**src/rtl/ps2_pkg.sv**
```systemverilog
// Shared constants for the PS/2 keyboard path: set-2 scancodes, HID usages,
// decoder state encoding and the scancode-to-usage translation table.
package ps2_pkg;

    localparam logic [7:0] SC_E0    = 8'hE0;
    localparam logic [7:0] SC_F0    = 8'hF0;
    localparam logic [7:0] SC_E1    = 8'hE1;
    localparam logic [7:0] SC_ENTER = 8'h5A;
    localparam logic [7:0] SC_W     = 8'h1D;
    localparam logic [7:0] SC_S     = 8'h1B;
    localparam logic [7:0] SC_A     = 8'h1C;
    localparam logic [7:0] SC_D     = 8'h23;
    localparam logic [7:0] SC_UP    = 8'h75;
    localparam logic [7:0] SC_DOWN  = 8'h72;
    localparam logic [7:0] SC_LEFT  = 8'h6B;
    localparam logic [7:0] SC_RIGHT = 8'h74;

    localparam logic [7:0] KC_NONE  = 8'h00;
    localparam logic [7:0] KC_ENTER = 8'h28;
    localparam logic [7:0] KC_W     = 8'h1A;
    localparam logic [7:0] KC_S     = 8'h16;
    localparam logic [7:0] KC_A     = 8'h04;
    localparam logic [7:0] KC_D     = 8'h07;
    localparam logic [7:0] KC_UP    = 8'h52;
    localparam logic [7:0] KC_DOWN  = 8'h51;
    localparam logic [7:0] KC_LEFT  = 8'h50;
    localparam logic [7:0] KC_RIGHT = 8'h4F;

    // Bytes that follow E1 in the Pause sequence (E1 14 77 E1 F0 14 F0 77).
    localparam logic [2:0] PAUSE_TAIL_BYTES = 3'd7;

    typedef enum logic [2:0] {
        BASE,
        EXT,
        BRK,
        EXT_BRK,
        IGNORE
    } dec_state_e;

    typedef struct packed {
        logic       hit;
        logic [7:0] usage;
    } key_map_t;

    function automatic key_map_t map_scancode(input logic ext, input logic [7:0] code);
        key_map_t m;
        m.hit   = 1'b1;
        m.usage = KC_NONE;
        if (!ext) begin
            case (code)
                SC_ENTER: m.usage = KC_ENTER;
                SC_W:     m.usage = KC_W;
                SC_S:     m.usage = KC_S;
                SC_A:     m.usage = KC_A;
                SC_D:     m.usage = KC_D;
                default:  m.hit   = 1'b0;
            endcase
        end else begin
            case (code)
                SC_UP:    m.usage = KC_UP;
                SC_DOWN:  m.usage = KC_DOWN;
                SC_LEFT:  m.usage = KC_LEFT;
                SC_RIGHT: m.usage = KC_RIGHT;
                default:  m.hit   = 1'b0;
            endcase
        end
        return m;
    endfunction

endpackage

```
**src/rtl/ps2_frame_rx.sv**
```systemverilog
// PS/2 frame receiver: synchronises the keyboard lines, shifts in 11-bit
// frames on PS2_Clk falling edges, checks parity/stop and drops stalled frames.
module ps2_frame_rx #(
    parameter int TIMEOUT_CYCLES = 50000,
    parameter int SYNC_STAGES    = 2
) (
    input  logic       clk_i,
    input  logic       rst_n_i,
    input  logic       ps2_clk_i,
    input  logic       ps2_data_i,
    output logic       byte_valid_o,
    output logic [7:0] byte_o,
    output logic       frame_error_o
);

    localparam int TW = $clog2(TIMEOUT_CYCLES + 1);
    localparam logic [TW-1:0] TMO_RELOAD = TW'(TIMEOUT_CYCLES - 1);

    logic [SYNC_STAGES-1:0] clk_sync_q;
    logic [SYNC_STAGES-1:0] data_sync_q;
    logic                   clk_prev_q;
    logic                   clk_s;
    logic                   data_s;
    logic                   fall;

    logic [3:0]    bit_cnt_q, bit_cnt_d;
    logic [7:0]    shift_q, shift_d;
    logic          parity_q, parity_d;
    logic [TW-1:0] tmo_q, tmo_d;
    logic          byte_valid_q, byte_valid_d;
    logic [7:0]    byte_q, byte_d;
    logic          frame_err_q, frame_err_d;

    // Synchronisers preset high so reset release never looks like a falling edge.
    always_ff @(posedge clk_i or negedge rst_n_i) begin
        if (!rst_n_i) begin
            clk_sync_q  <= '1;
            data_sync_q <= '1;
            clk_prev_q  <= 1'b1;
        end else begin
            clk_sync_q  <= {clk_sync_q[SYNC_STAGES-2:0], ps2_clk_i};
            data_sync_q <= {data_sync_q[SYNC_STAGES-2:0], ps2_data_i};
            clk_prev_q  <= clk_s;
        end
    end

    assign clk_s  = clk_sync_q[SYNC_STAGES-1];
    assign data_s = data_sync_q[SYNC_STAGES-1];
    assign fall   = clk_prev_q & ~clk_s;

    always_comb begin
        bit_cnt_d    = bit_cnt_q;
        shift_d      = shift_q;
        parity_d     = parity_q;
        tmo_d        = tmo_q;
        byte_d       = byte_q;
        byte_valid_d = 1'b0;
        frame_err_d  = 1'b0;

        if (fall) begin
            tmo_d = TMO_RELOAD;
            if (bit_cnt_q == 4'd0) begin
                if (!data_s) begin
                    bit_cnt_d = 4'd1;
                end
            end else if (bit_cnt_q <= 4'd8) begin
                shift_d   = {data_s, shift_q[7:1]};
                bit_cnt_d = bit_cnt_q + 4'd1;
            end else if (bit_cnt_q == 4'd9) begin
                parity_d  = data_s;
                bit_cnt_d = bit_cnt_q + 4'd1;
            end else begin
                bit_cnt_d = 4'd0;
                if (data_s && (^shift_q ^ parity_q)) begin
                    byte_valid_d = 1'b1;
                    byte_d       = shift_q;
                end else begin
                    frame_err_d = 1'b1;
                end
            end
        end else if (bit_cnt_q != 4'd0) begin
            if (tmo_q == '0) begin
                bit_cnt_d   = 4'd0;
                frame_err_d = 1'b1;
            end else begin
                tmo_d = tmo_q - TW'(1);
            end
        end
    end

    always_ff @(posedge clk_i or negedge rst_n_i) begin
        if (!rst_n_i) begin
            bit_cnt_q    <= 4'd0;
            shift_q      <= 8'h00;
            parity_q     <= 1'b0;
            tmo_q        <= TMO_RELOAD;
            byte_valid_q <= 1'b0;
            byte_q       <= 8'h00;
            frame_err_q  <= 1'b0;
        end else begin
            bit_cnt_q    <= bit_cnt_d;
            shift_q      <= shift_d;
            parity_q     <= parity_d;
            tmo_q        <= tmo_d;
            byte_valid_q <= byte_valid_d;
            byte_q       <= byte_d;
            frame_err_q  <= frame_err_d;
        end
    end

    assign byte_valid_o  = byte_valid_q;
    assign byte_o        = byte_q;
    assign frame_error_o = frame_err_q;

endmodule

```
**src/rtl/ps2_keycode_decoder.sv**
```systemverilog
// PS/2 set-2 keyboard decoder: tracks E0/F0/E1 prefixes and presents the
// held game key as a HID usage with make/break event pulses.
module ps2_keycode_decoder
    import ps2_pkg::*;
#(
    parameter int TIMEOUT_CYCLES = 50000,
    parameter int SYNC_STAGES    = 2
) (
    input  logic       Clk,
    input  logic       Reset_n,
    input  logic       PS2_Clk,
    input  logic       PS2_Data,
    output logic [7:0] keycode,
    output logic       key_event,
    output logic       key_pressed,
    output logic       frame_error
);

    logic       rx_valid;
    logic [7:0] rx_byte;
    logic       rx_err;

    ps2_frame_rx #(
        .TIMEOUT_CYCLES(TIMEOUT_CYCLES),
        .SYNC_STAGES   (SYNC_STAGES)
    ) u_frame_rx (
        .clk_i        (Clk),
        .rst_n_i      (Reset_n),
        .ps2_clk_i    (PS2_Clk),
        .ps2_data_i   (PS2_Data),
        .byte_valid_o (rx_valid),
        .byte_o       (rx_byte),
        .frame_error_o(rx_err)
    );

    dec_state_e state_q, state_d;
    logic [2:0] ign_q, ign_d;
    logic [7:0] keycode_q, keycode_d;
    logic       event_q, event_d;
    logic       pressed_q, pressed_d;

    logic       is_prefix;
    logic       do_decode;
    logic       is_ext;
    logic       is_make;
    key_map_t   map;

    always_ff @(posedge Clk or negedge Reset_n) begin
        if (!Reset_n) begin
            state_q   <= BASE;
            ign_q     <= 3'd0;
            keycode_q <= KC_NONE;
            event_q   <= 1'b0;
            pressed_q <= 1'b0;
        end else begin
            state_q   <= state_d;
            ign_q     <= ign_d;
            keycode_q <= keycode_d;
            event_q   <= event_d;
            pressed_q <= pressed_d;
        end
    end

    always_comb begin
        state_d = state_q;
        ign_d   = ign_q;
        if (rx_err) begin
            state_d = BASE;
            ign_d   = 3'd0;
        end else if (rx_valid) begin
            case (state_q)
                BASE: begin
                    if (rx_byte == SC_E0) begin
                        state_d = EXT;
                    end else if (rx_byte == SC_F0) begin
                        state_d = BRK;
                    end else if (rx_byte == SC_E1) begin
                        state_d = IGNORE;
                        ign_d   = PAUSE_TAIL_BYTES;
                    end
                end
                EXT:     state_d = (rx_byte == SC_F0) ? EXT_BRK : BASE;
                BRK:     state_d = BASE;
                EXT_BRK: state_d = BASE;
                IGNORE: begin
                    ign_d = ign_q - 3'd1;
                    if (ign_q <= 3'd1) begin
                        state_d = BASE;
                    end
                end
                default: state_d = BASE;
            endcase
        end
    end

    // Prefix bytes only steer the FSM; every other byte in a non-IGNORE state is a key code.
    always_comb begin
        is_prefix = (rx_byte == SC_E0) || (rx_byte == SC_F0) || (rx_byte == SC_E1);
        do_decode = 1'b0;
        if (rx_valid) begin
            case (state_q)
                BASE:    do_decode = !is_prefix;
                EXT:     do_decode = (rx_byte != SC_F0);
                BRK:     do_decode = 1'b1;
                EXT_BRK: do_decode = 1'b1;
                default: do_decode = 1'b0;
            endcase
        end
        is_ext  = (state_q == EXT) || (state_q == EXT_BRK);
        is_make = (state_q == BASE) || (state_q == EXT);
        map     = map_scancode(is_ext, rx_byte);

        keycode_d = keycode_q;
        event_d   = 1'b0;
        pressed_d = pressed_q;
        if (do_decode && map.hit) begin
            event_d = 1'b1;
            if (is_make) begin
                keycode_d = map.usage;
                pressed_d = 1'b1;
            end else begin
                pressed_d = 1'b0;
                if (keycode_q == map.usage) begin
                    keycode_d = KC_NONE;
                end
            end
        end
    end

    assign keycode     = keycode_q;
    assign key_event   = event_q;
    assign key_pressed = pressed_q;
    assign frame_error = rx_err;

endmodule

```
**config.mk**
```make
export PLATFORM = sky130hd
export DESIGN_NAME = ps2_keycode_decoder
export DESIGN_NICKNAME = d
export VERILOG_FILES = /design/src/rtl/ps2_pkg.sv /design/src/rtl/ps2_frame_rx.sv /design/src/rtl/ps2_keycode_decoder.sv
export SDC_FILE = /design/constraint.sdc
export NUM_CORES = 1
export LEC_CHECK = 0
export CORE_MARGIN = 1
export CORE_UTILIZATION = 52
export CTS_CLUSTER_DIAMETER = 100
export CTS_CLUSTER_SIZE = 40
export DETAILED_ROUTE_END_ITERATION = 10
export DONT_BUFFER_PORTS = 1
export PLACE_DENSITY = 0.69
export SYNTH_ARGS = -nofsm -noshare
export SYNTH_HDL_FRONTEND = slang
export SYNTH_HIERARCHICAL = 1
export SYNTH_SLANG_ARGS = --single-unit
```
**constraint.sdc**
```tcl
create_clock -name Clk -period 2.3 [get_ports Clk]
set_input_delay 0.345 -clock Clk [delete_from_list [all_inputs] [get_ports Clk]]
set_output_delay 0.345 -clock Clk [all_outputs]
set_load 0.1 [all_outputs]
```
# Word-level counts from Yosys, hierarchy flattened
# Cells that the tools add are included.
# classes
mux	47
n_eq_ne	26
n_reduce_logical	28
order_cmp	2
bitwise	6
addsub	3
# ops
cell	count
16-bit 2-to-1 mux	3
8-bit by 7-bit == test with 1-bit output, second input constant	5
3-bit 2-to-1 mux	11
6-bit case mux with 5 select lines	1
4-bit 2-to-1 mux	7
7-bit case mux with 4 select lines	1
8-bit by 5-bit == test with 1-bit output, second input constant	3
8-bit == test, second input constant	3
1-bit 2-to-1 mux	17
16-bit logical NOT	1
8-bit 2-to-1 mux	2
16-bit by 1-bit subtractor with 16-bit output, second input constant	1
3-bit by 2-bit inequality test with 1-bit output, second input constant	4
5-bit AND reduction	2
9-bit 2-to-1 mux	1
3-bit case mux with 3 select lines	1
3-bit AND reduction	3
8-bit by 6-bit == test with 1-bit output, second input constant	1
8-bit == test	1
8-bit inequality test, second input constant	1
2-bit nonzero test	4
8-bit parity	1
3-bit by 2-bit == test with 1-bit output, second input constant	2
3-bit case mux with 2 select lines	1
27 further kinds	35
# totals
input_bits	4
reg_bits	60
output_inout_bits	11

# Longest topological paths before layout
# logic_depth
word_depth	8
mapped_depth	9
depth_no_buf	7

# Cells and area by module
# Netlist, hierarchy kept.
# modules_own_cells
mod	instances	area_each_um2	cells_per_inst
ps2_frame_rx	1	2094.5	182
ps2_keycode_decoder	1	1390.1	168

# Least setup slack after synthesis
# OpenSTA, ideal clock, no wires.
# synth_timing
path_kind	register to register
startpoint	register keycode_q[0] (netlist: keycode[0])
endpoint	register keycode_q[6] (netlist: keycode[6])
setup_ns	0.087
path_buffers	0
stages_incl_launch_ff	7
arrival_time_ns	2.228
synth_period_minus_slack_ns	2.315
setup_slack_ns	-0.015
path_cell_list	dfrtp_1 or3b_2 a21oi_1 a31oi_1 a311oi_1 nor4_4 o211ai_1
# synth_via
elab_chain_len	3
# synth_lines
element	line	rtl
start: declaration	ps2_keycode_decoder.sv:38	logic [7:0] keycode_q, keycode_d;
start signal: assignment	ps2_keycode_decoder.sv:58	keycode_q <= keycode_d;
8-bit == test	ps2_keycode_decoder.sv:123	if (keycode_q == map.usage) begin
2-bit nonzero test (no line)	n/a	
2-bit AND reduction (no line)	n/a	
# No other way between the ends.
# A chain may end at the register's enable or synchronous reset.

# Final worst setup path
# layout_timing
startpoint	register u_frame_rx.byte_q[7] (netlist: u_frame_rx/byte_o[7])
endpoint	register keycode_q[6] (netlist: keycode[6])
# layout_via
elab_chain_len	8
# layout_lines
element	line	rtl
start: declaration	ps2_frame_rx.sv:31	logic [7:0] byte_q, byte_d;
start signal: assignment	ps2_frame_rx.sv:106	byte_q <= byte_d;
parallel branches: the longest is 8 deep, another holds 9-bit 2-to-1 mux	n/a	
# Several ways; the timed one is not identified.

==> impl_metrics.toml <==
[setup_path]
cp_top_family = "compound AO/OA/AOI/OAI gates"
crit_chain = "buf_4, nor2b_1, buf_4, nand4b_1, a211oi_1, a32oi_2, nor4_4, buf_4, o211ai_1"
crit_top_cell = "buf_4"
reg2reg_depth = 9
cp_max_fo = 8
slowest_stage = "a211oi_1"
max_stage_delay_ns = 0.43
worstPathRequired_ns = 2.52
worst-setup-path-type = "reg2reg"
start_kind = "flop"
path_buf_inv = 3
cp-end-kind = "flop"
path_depth = 9
worstPathArrival_ns = 2.59

[routing]
num_vias = 2935
drt-initial-drc-count = 200
vias_per_cell = 6.01
drt-pass1-iter-count = 8
drtAntennaViolNets = 0
drt-total-wl_um = 8320
route.detailed.drc = 6
post_drt_wl_per_cell_um = 17.0

[flow_run]
max-cap-violations = 0

[outcome]
violations = "design-rule violations, negative setup slack"
outcome = "finished with violations"

[clocking]
htreeDepth = 3
path_clk_slew_ns = 0.07
clockRootBuffer = "clkbuf_8"
clk_latency_ns = 0.34
cts_tree = "built"
cts_buffers = 9
ctsLongestPathBuffers = 2
cts_sinks = 59

[sta]
rsz0062_at_grt = "true"
fin_ws_ns = -0.0788
fmax_ghz = 0.420
hold_viol_final = 0
finalCritPeriodShare_pct = 103
setup_viol = 7
worst_pin_slew_ns = 0.861
setup_tns_ns = -0.447
clock_skew_ns = 0.00709
maxSlewHeadroom_pct = 42.6
slew_violations = 0
finalCriticalPeriod_ns = 2.38

[grt]
antenna_found_initial = 0
gr-total-overflow = 0
grt_max_degree = 60
grt_usage_pct = 24.1
grt_pass1_wl_um = 13600
first_global_vias = 2947

[synthesis]
synthMuxAreaShare_pct = 6.97
yosys.cell_types.count = 65
syn_nets = 360
synth_compound_area_share_pct = 18.6
synth.area.top_cells = "dfrtp_1 (32%), dfstp_2 (11%), mux2_2 (5.8%)"
synth_commonest_cells = "dfrtp_1 (45), nand2_1 (27), o21ai_0 (24)"
syn-instance-count = 350
synthSimpleGateAreaFrac_pct = 20.2
synth_top_family_by_area = "simple AND/OR/NAND/NOR gates"
synth_edf_count = 0
synthFlopType = "dfrtp_1"
yosysMostFrequentCell = "dfrtp_1"
synth_fa_ha_area_share_pct = 2.15
synth_xor_area_share_pct = 5.17
postSynthRegisterBits = 59
synth.avg_cell_area_sq_um = 9.96
yosys_warnings = 6
seq_area_frac_synth_pct = 42.9
synth_top_area_share_pct = 32.3
synth_top_area_cell = "dfrtp_1"
async_flop_share_pct = 100
synth.cell_area_sq_um = 3480

[min_path]
min_path_cells = 0
hold_class = "reg2reg"

[floorplan]
fp-row-count = 29
fp.coreArea_sq_um = 6420
die_area_sq_um = 7030
floorplan.initialDensity_pct = 54.3
die_h_um = 83.9
die_x_um = 83.9
io_pins = 15

[power_and_ir_drop]
p_per_area_nw_per_um2 = 729
total_power_mw = 3.23
vdd_drop_max_mv = 0.553
p_leak_nw = 1.93

[final_layout]
diodes = 0
area_delta_synth_final_pct = 27.1
finish.instance_area_sq_um = 4430
layout.nets = 416
layout-drive-gt1-share_pct = 35.8
layout.cells.non_filler = 488

[placement]
place_area_sq_um = 3850
routabilityCongestion = 0.846
placed_cells = 455
port_buffers = 0
place_hpwl_um = 5210
routing by layer:
layer / track usage, % / up-vias / wire length (um)
met5: 0 / - / 0
met2: 41.7 / 66 / 4210
met1: 29.2 / 1435 / 3570
met4: 9.40 / 0 / 243
li1: - / 1410 / -
met3: 5.54 / 24 / 285
logic make-up after synthesis:
group	count (synthesis)
adder cells (fa/ha/maj)	6
other	1
multiplexers	22
AO/OA/AOI/OAI	88
flip-flops	59
XOR/XNOR	19
buffers and inverters	34
AND/OR/NAND/NOR	121
power by group:
part | internal, mW | switching (mW) | leakage, nW
Combinational | 0.388 | 0.361 | 1.04
Clock | 0.751 | 0.431 | 0.123
Sequential | 1.17 | 0.125 | 0.764
flip-flops by register name (all words and copies together) (netlist names), 3 cells and up:
name                  cells
u_frame_rx/tmo_q         16
keycode                   7
ign_q                     3
u_frame_rx/bit_cnt_q      4
u_frame_rx/byte_o         8
state_q                   3
u_frame_rx/shift_q        8
per-stage QoR:
step / hold slack [ns] / setup WS, ns / util [%]
6_report: 0.356 / -0.0788 / 68.9
3_5_place_dp: 0.0507 / -0.0333 / 60.0
2_1_floorplan: 0.0494 / 0.0307 / -
3_3_place_gp: 0.0505 / 0.0190 / 60.0
4_1_cts: 0.359 / -0.0376 / 65.4
5_1_grt: 0.366 / -0.183 / 68.9
worst paths after layout:
kind / startpoint / endpoint / slack (ns)
min in group asynchronous: Reset_n / state_q[1] / 0.54
setup reg to reg: u_frame_rx/byte_o[7] / keycode[6] / -0.08
setup / recovery: u_frame_rx/byte_o[7] / keycode[6] / -0.08
max in group asynchronous: Reset_n / u_frame_rx/data_sync_q[0] / 1.43
hold / removal: u_frame_rx/data_sync_q[0] / u_frame_rx/data_sync_q[1] / 0.36
hold reg to reg: u_frame_rx/data_sync_q[0] / u_frame_rx/data_sync_q[1] / 0.36
layout by cell type, fill, tap and decap left out, types with 5 or more instances in the layout:
| cell type | instances |
|---|---|
| buf_4 | 56 |
| dfrtp_1 | 43 |
| nand2_1 | 27 |
| nor2_1 | 23 |
| mux2_2 | 18 |
| o21ai_0 | 17 |
| inv_1 | 16 |
| dfstp_2 | 14 |
| a21oi_1 | 10 |
| clkbuf_8 | 10 |
| xnor2_1 | 10 |
| xor2_1 | 8 |
| o211ai_1 | 8 |
| nor2b_1 | 7 |
| ha_1 | 6 |
| nand3_1 | 6 |
| nor4_1 | 5 |
| nand4_1 | 5 |
| a22oi_1 | 5 |
| nor3_1 | 5 |
what timing repair did:
action                                 CTS  global route
hold buffers                             4             0
endpoints found under the hold margin   61             0
setup endpoints to repair                7            12
pin swaps                                8            15
gates resized for setup                  6            30
setup buffers                            5             9
gates cloned                             0             1
final cells by class:
class	count	area, sq um
multi-input combinational	258	2030
fill	488	1990
sequential	59	1500
timing repair buffer	62	500
clock buffer	10	138
clock inverter	6	111
tap	77	96.3
inverter	16	60.1
Note: power is estimated with default switching activity, not from simulation.
